File: src/rtl/tile_multiply.sv
// rtl/tile_multiply.sv - signed fixed-point tile multiply (A[MxK] * B[KxN]) on one shared MAC; TILE_MUL_SAT_EN selects saturating narrowing
module tile_multiply #(
  parameter int DATA_W = 16,
  parameter int FRAC_W = 8,
  parameter int TILE_M = 2,
  parameter int TILE_K = 2,
  parameter int TILE_N = 2
) (
  input  logic                             clk,
  input  logic                             rst,
  input  logic                             start,
  input  logic [TILE_M*TILE_K*DATA_W-1:0]  tile_a,
  input  logic [TILE_K*TILE_N*DATA_W-1:0]  tile_b,
  output logic                             busy,
  output logic                             done,
  output logic [TILE_M*TILE_N*DATA_W-1:0]  tile_c
);

  localparam int ACC_W = 2*DATA_W + $clog2(TILE_K);
  localparam int IW    = (TILE_M > 1) ? $clog2(TILE_M) : 1;
  localparam int JW    = (TILE_N > 1) ? $clog2(TILE_N) : 1;
  localparam int KW    = (TILE_K > 1) ? $clog2(TILE_K) : 1;

  localparam logic [IW-1:0] I_LAST = IW'(TILE_M-1);
  localparam logic [JW-1:0] J_LAST = JW'(TILE_N-1);
  localparam logic [KW-1:0] K_LAST = KW'(TILE_K-1);

  typedef enum logic [1:0] {IDLE, MAC, DONE} state_t;

  state_t state, state_next;

  logic signed [DATA_W-1:0] a_mem [TILE_M][TILE_K];
  logic signed [DATA_W-1:0] b_mem [TILE_K][TILE_N];
  logic        [DATA_W-1:0] c_mem [TILE_M][TILE_N];

  logic [IW-1:0] i;
  logic [JW-1:0] j;
  logic [KW-1:0] k;

  logic signed [ACC_W-1:0]    acc;
  logic signed [ACC_W-1:0]    acc_next;
  logic signed [2*DATA_W-1:0] prod;
  logic        [DATA_W-1:0]   c_fmt;

  logic accept;
  logic mac_en;
  logic i_last;
  logic j_last;
  logic k_last;

`ifdef TILE_MUL_SAT_EN
  localparam logic signed [ACC_W-1:0] SAT_MAX = {{(ACC_W-DATA_W+1){1'b0}}, {(DATA_W-1){1'b1}}};
  localparam logic signed [ACC_W-1:0] SAT_MIN = {{(ACC_W-DATA_W+1){1'b1}}, {(DATA_W-1){1'b0}}};
  logic signed [ACC_W-1:0] shifted;
`endif

  assign i_last = (i == I_LAST);
  assign j_last = (j == J_LAST);
  assign k_last = (k == K_LAST);

  // State register
  always_ff @(posedge clk or posedge rst) begin
    if (rst) state <= IDLE;
    else     state <= state_next;
  end

  // Next-state decode plus status outputs and datapath enables
  always_comb begin
    state_next = state;
    busy       = 1'b0;
    done       = 1'b0;
    accept     = 1'b0;
    mac_en     = 1'b0;
    case (state)
      IDLE: begin
        if (start) begin
          accept     = 1'b1;
          state_next = MAC;
        end
      end
      MAC: begin
        busy   = 1'b1;
        mac_en = 1'b1;
        if (i_last && j_last && k_last) state_next = DONE;
      end
      DONE: begin
        done       = 1'b1;
        state_next = IDLE;
      end
      default: state_next = IDLE;
    endcase
  end

  // One full-precision MAC step and the fixed-point narrowing of its result
  always_comb begin
    prod     = a_mem[i][k] * b_mem[k][j];
    acc_next = acc + ACC_W'(prod);
`ifdef TILE_MUL_SAT_EN
    shifted = acc_next >>> FRAC_W;
    if (shifted > SAT_MAX)      c_fmt = {1'b0, {(DATA_W-1){1'b1}}};
    else if (shifted < SAT_MIN) c_fmt = {1'b1, {(DATA_W-1){1'b0}}};
    else                        c_fmt = shifted[DATA_W-1:0];
`else
    c_fmt = DATA_W'(acc_next >>> FRAC_W);
`endif
  end

  // Operand capture on accept, then walk (i, j, k) with k innermost
  always_ff @(posedge clk or posedge rst) begin
    if (rst) begin
      for (int r = 0; r < TILE_M; r++)
        for (int c = 0; c < TILE_K; c++) a_mem[r][c] <= '0;
      for (int r = 0; r < TILE_K; r++)
        for (int c = 0; c < TILE_N; c++) b_mem[r][c] <= '0;
      for (int r = 0; r < TILE_M; r++)
        for (int c = 0; c < TILE_N; c++) c_mem[r][c] <= '0;
      acc <= '0;
      i   <= '0;
      j   <= '0;
      k   <= '0;
    end else if (accept) begin
      for (int r = 0; r < TILE_M; r++)
        for (int c = 0; c < TILE_K; c++)
          a_mem[r][c] <= tile_a[(r*TILE_K+c)*DATA_W +: DATA_W];
      for (int r = 0; r < TILE_K; r++)
        for (int c = 0; c < TILE_N; c++)
          b_mem[r][c] <= tile_b[(r*TILE_N+c)*DATA_W +: DATA_W];
      acc <= '0;
      i   <= '0;
      j   <= '0;
      k   <= '0;
    end else if (mac_en) begin
      if (k_last) begin
        c_mem[i][j] <= c_fmt;
        acc         <= '0;
        k           <= '0;
        if (j_last) begin
          j <= '0;
          i <= i_last ? '0 : i + IW'(1);
        end else begin
          j <= j + JW'(1);
        end
      end else begin
        acc <= acc_next;
        k   <= k + KW'(1);
      end
    end
  end

  // Pack the result array back into the row-major output bus
  always_comb begin
    tile_c = '0;
    for (int r = 0; r < TILE_M; r++)
      for (int c = 0; c < TILE_N; c++)
        tile_c[(r*TILE_N+c)*DATA_W +: DATA_W] = c_mem[r][c];
  end

endmodule
File: config.mk
export PLATFORM = sky130hd
export DESIGN_NAME = tile_multiply
export DESIGN_NICKNAME = d
export VERILOG_FILES = /design/src/rtl/tile_multiply.sv
export SDC_FILE = /design/constraint.sdc
export NUM_CORES = 1
export LEC_CHECK = 0
export CORE_MARGIN = 5
export CORE_UTILIZATION = 60
export DETAILED_ROUTE_END_ITERATION = 8
export GPL_ROUTABILITY_DRIVEN = 1
export PLACE_DENSITY = 0.83
export SYNTH_ARGS = -nofsm -noshare
export SYNTH_HDL_FRONTEND = slang
export SYNTH_SLANG_ARGS = --single-unit
File: constraint.sdc
create_clock -name clk -period 11.6 [get_ports clk]
set_input_delay 1.16 -clock clk [delete_from_list [all_inputs] [get_ports clk]]
set_output_delay 1.16 -clock clk [all_outputs]
set_load 0.02 [all_outputs]
# Yosys cells after proc, flatten, opt, wreduce, memory -nomap -nowiden
# Cells that the tools add are included.
[word_totals] inputBits=131 output_inout_bits=66 register_bits=230 elab_cells=86
[op_classes] eq_ne=4 bitwise_logic=4 n_reduce_logical=12 add_sub_neg=4 n_mux=39 multipliers=1 n_lt_le_gt_ge=5
[op_table] op="32-bit 2-to-1 mux" n=7
[op_table] op="16-bit 2-to-1 mux" n=7
[op_table] op="33-bit 2-to-1 mux" n=3
[op_table] op="64-bit bitwise mux" n=1
[op_table] op="33-bit by 32-bit adder with 33-bit output" n=1
[op_table] op="32-bit demux with 1-bit select" n=1
[op_table] op="16-bit by 16-bit multiplier with 32-bit output" n=1
[op_table] op="16-bit demux with 1-bit select" n=1
[op_table] op="1-bit 2-to-1 mux" n=16
[op_table] op="2-bit greater-or-equal comparator (second input constant)" n=3
[op_table] op="1-bit NOT with 2-bit output" n=3
[op_table] op="3-bit AND reduction" n=2
[op_table] op="2-bit nonzero test" n=3
[op_table] op="1-bit logical AND" n=4
[op_table] op="2-bit by 1-bit less-than comparator with 1-bit output (second input constant)" n=2
[op_table] op="2-bit 2-to-1 mux" n=2
[op_table] op="2-bit inequality test (second input constant)" n=2
[op_table] op="2-bit case mux with 2 select lines" n=1
[op_table] op="2-bit AND reduction" n=2
[op_table] op="1-bit adder (second input constant)" n=3
[op_table] op="2-bit by 1-bit == test with 1-bit output (second input constant)" n=1
[op_table] op="2-bit == test (second input constant)" n=1
[op_table] op="2-bit zero test" n=1
[op_table] op="1-bit NOT" n=1

# Logic depth before layout (Yosys ltp)
[logic_depth] word_depth=12 mapped_depth=27

# Worst setup path before layout
# No wires, ideal clock.
[synth_timing] path_type="reg2reg" from="register k" to="register c_mem, in the netlist tile_c[46]" stages_incl_launch_ff=24 synth_period_minus_slack_ns=7.108 path_slack_ns=4.492 t_arrival_ns=6.980 cell_sequence="dfrtp_1 -> buf_6 -> buf_2 -> buf_1 -> clkbuf_1 -> mux4_2 -> clkbuf_1 -> and2_1 -> fa_1 -> inv_1 -> fa_1 -> fa_1 -> fa_1 -> inv_1 -> fa_1 -> fa_1 -> ha_1 -> a21o_1 -> or3_1 -> a21oi_1 -> o21bai_1 -> o31ai_1 -> mux2i_1 -> mux2_1"
[synth_between] elab_chain_cells=10 word_cells_on_any_way=14
[synth_rtl] item="start: declaration" line_no="38" text="logic [KW-1:0] k;"
[synth_rtl] item="start signal: assignment" line_no="145" text="k <= k + KW'(1);"
[synth_rtl] item="1-bit NOT with 2-bit output (not written as such)" line_no="96" text="prod = a_mem[i][k] * b_mem[k][j];"
[synth_rtl] item="32-bit 2-to-1 mux (not written as such) (3 in a row)" line_no="96"
[synth_rtl] item="16-bit 2-to-1 mux (not written as such) (3 in a row)" line_no="96"
[synth_rtl] item="16-bit by 16-bit multiplier with 32-bit output" line_no="96"
[synth_rtl] item="33-bit by 32-bit adder with 33-bit output" line_no="97" text="acc_next = acc + ACC_W'(prod);"
[synth_rtl] item="64-bit bitwise mux" line_no="134" text="c_mem[i][j] <= c_fmt;"
[synth_rtl] item="end signal: indexed assignment" line_no="134"
[synth_rtl] item="end: declaration" line_no="34" text="logic [DATA_W-1:0] c_mem [TILE_M][TILE_N];"
# Several ways; a longest one is shown, not always the timed one. The select of a mux whose other input is x is not followed.
# A chain may end at the register's enable or synchronous reset.

# Final worst setup path
[layout_timing] from="register i" to="register c_mem, in the netlist tile_c[62]"
[layout_between] elab_chain_cells=10 word_cells_on_any_way=15
[layout_rtl] item="start: declaration" line_no="36" text="logic [IW-1:0] i;"
[layout_rtl] item="start signal: assignment" line_no="139" text="i <= i_last ? '0 : i + IW'(1);"
[layout_rtl] item="1-bit NOT with 2-bit output (not written as such) *" line_no="96, 134"
[layout_rtl] item="32-bit 2-to-1 mux (not written as such) (3 in a row)" line_no="96"
[layout_rtl] item="16-bit 2-to-1 mux (not written as such) (3 in a row)" line_no="96"
[layout_rtl] item="16-bit by 16-bit multiplier with 32-bit output" line_no="96"
[layout_rtl] item="33-bit by 32-bit adder with 33-bit output" line_no="97"
[layout_rtl] item="64-bit bitwise mux *" line_no="134"
# Mark *: on every way between the ends. The rest lies on a longest branch, timed or not. The select of a mux whose other input is x is not followed.

==> metrics <==
status finished, final reports clean; CP max FO 16; placed wire-length estimate 31400 um; CP Launch Type flip-flop; most frequent CP cell fa_1; Setup Buffers After CTS 0; Critical Path Slowest Stage Cell mux4_2; H-Tree Depth 1; GP Congestion 0.906; Num Clock Sinks 221; Clock Tree Buf Depth 3; area of placed instances 19500 um^2; Mapped Area 17200 um^2; Fin. Hold Viols 0; worst skew pair latency 0.55 ns; sequential-to-total area share from yosys stat 32.1%; mean post-synth cell area 11.2 um^2; core area 28500 um^2; Root Driver clkbuf_16; Initial Util 60.4%; via density per instance 5.59; Worst path max stage delay 0.74 ns; MaxCap Viol Count 0; final hold slack 0.485 ns; Yosys top cell area share 32.1%; Final ANT Viol Nets 0; Synth Register Bits 221; minimum clock period 7.57 ns; first-pass GRT wire length 68600 um; yosys warns 0; Crit. End Element flip-flop; Finish-stage setup viols 0; CP cell instances buf_4 > mux4_2 > and2_1 > fa_1 > inv_1 > fa_1 > fa_1 > fa_1 > inv_1 > fa_1 > fa_1 > ha_1 > a21o_1 > or3_1 > a21oi_1 > o21bai_1 > o31ai_1 > mux2i_1 > mux2_2; WL final 41000 um; Area Growth Syn to Fin 17.6%; Commonest cells post-synth 274 x inv_1, 221 x dfrtp_1, 209 x fa_1, 191 x nand2_1, 147 x mux2_2; total gr overflow 0; CP Data Required Time 12.09 ns; worst clock skew 0.0248 ns; vias in the first global route 13.3k; Residual DRC 0; count of pins over their slew limit 0; largest cells by area after synthesis dfrtp_1 32%, fa_1 24%, mux2_2 9.6%, inv_1 6.0%, ha_1 5.9%; syn_nets 1959; Die Span X 180 um; top-count cell post-synth inv_1; final instance area 20300 um^2; gr busiest metal met2; IO Pins 197; Antenna Cells 0; pin count of the biggest net entering global routing 152; kind of critical path flip-flop to flip-flop; Fill cells 1950; clock slew at reported path FFs 0.06 ns; hold crit path type flip-flop to flip-flop; setup TNS 0 ns; # nets final 2126; Main synth FF type dfrtp_1; GR Util met2 45.4%; Num CTS Buffers 24; vias after detailed routing 11.8k; Die Area 32200 um^2; Post-synth EDFFs 0; initial drt markers 687; Worst Tran Pin Value 1.25 ns; detailed-router iteration count before antenna repair 5; layout cells sized above 1 13.5%; PortBufs 196; met1 GRT Util 32.5%; Die Y 180 um; crit share post-route 65.2%; CTS tree built; Syn Inst Count 1538; RSZ-0062 raised after global routing false; Tot GR Track Use 26.2%; Cell variety after synth 46; Rows 62; grt met3 use 4.79%; Util after Layout 71.0%; cell taking the most area after synthesis dfrtp_1; Hold-fix buffers, CTS 0; Worst EP arrival 8.06 ns; max_slew headroom 16.7%; WL/cell 19.5 um; Max Clock Freq 132 MHz; Seq. cell area 5530 um^2; initial antenna violation count 0; asr flop ratio synth 100%; total area of multi-input combinational cells 10400 um^2; Resize count post-CTS 0
critical path, delay by kind of cell (launching register included):
kind	cells	cell delay, ns
AND/OR/NAND/NOR	2	0.58
AO/OA/AOI/OAI	4	1.25
flip-flops	1	0.51
adder cells (fa/ha/maj)	7	3.28
buffers and inverters	3	0.50
multiplexers	3	1.38
stage by stage:
stage,instances,setup slack (ns)
after floorplan,1538,4.39
after global routing,2105,3.74
after global placement,2063,4.25
final,2105,4.03
after CTS,2105,4.14
after detailed placement,2063,4.16
placed cells by master, fill, tap and decap left out, types with 3 or more instances in the layout:
cell,count
a21o_1,10
fa_1,209
o21ai_1,26
nor3_1,7
clkbuf_1,6
or3_1,4
a21oi_1,17
nand2b_1,10
inv_1,273
nand4_1,4
clkbuf_8,6
xnor2_1,32
o31ai_1,7
mux4_2,32
nor2b_1,4
clkbuf_16,24
clkinv_2,3
clkdlybuf4s50_1,196
mux2_1,6
dfrtp_1,220
ha_1,81
buf_4,9
nand2_1,191
mux2_2,147
o21a_1,4
o21ai_0,16
xor2_1,8
and2_1,115
nor2_1,12
a22o_1,16
layer usage:
layer  share of wire, %  up-vias
met1                 37     5998
met4                5.2        0
li1                   -     5154
met2                 52      459
met5                  0        -
met3                6.3      146
logic make-up after synthesis:
group,after synthesis,share of synthesized area [%]
and+or+nand+nor,351,9.74
buffers and inverters,339,7.52
adders and majority gates,290,30.1
DFF,221,32.1
muxes,187,14.3
AOI/OAI and AO/OA,107,3.93
xor gates and xnor gates,43,2.31
path summary, 6_finish.rpt:
check                           startpoint    endpoint  slack, ns  depth (start not counted)
worst max-delay path                     i  tile_c[62]       4.03                         19
worst min-delay path            tile_c[49]  tile_c[49]       0.49                          2
worst max register to register           i  tile_c[62]       4.03                         19
worst min register to register  tile_c[49]  tile_c[49]       0.49                          2
max in group asynchronous              rst   a_mem[37]       8.87                          3
min in group asynchronous              rst   b_mem[15]       1.26                          2
state kept, by name, indices dropped and copies added, names as in the netlist:
name and count:
i 1, acc 24, a_mem 64, k 1, j 1, b_mem 64, tile_c 64, state 2
final cells by class:
class                   count  area share, %
inverters                 275           5.13
clock inverters             6          0.309
multi-input cells         978           51.4
flip-flops and latches    221           27.3
well taps                 384           2.37
repair buffers            205           10.0
clock buffers              36           3.48
Power is not shown: default switching activity piles up to over one toggle a cycle in this logic, so the estimate is an artifact.
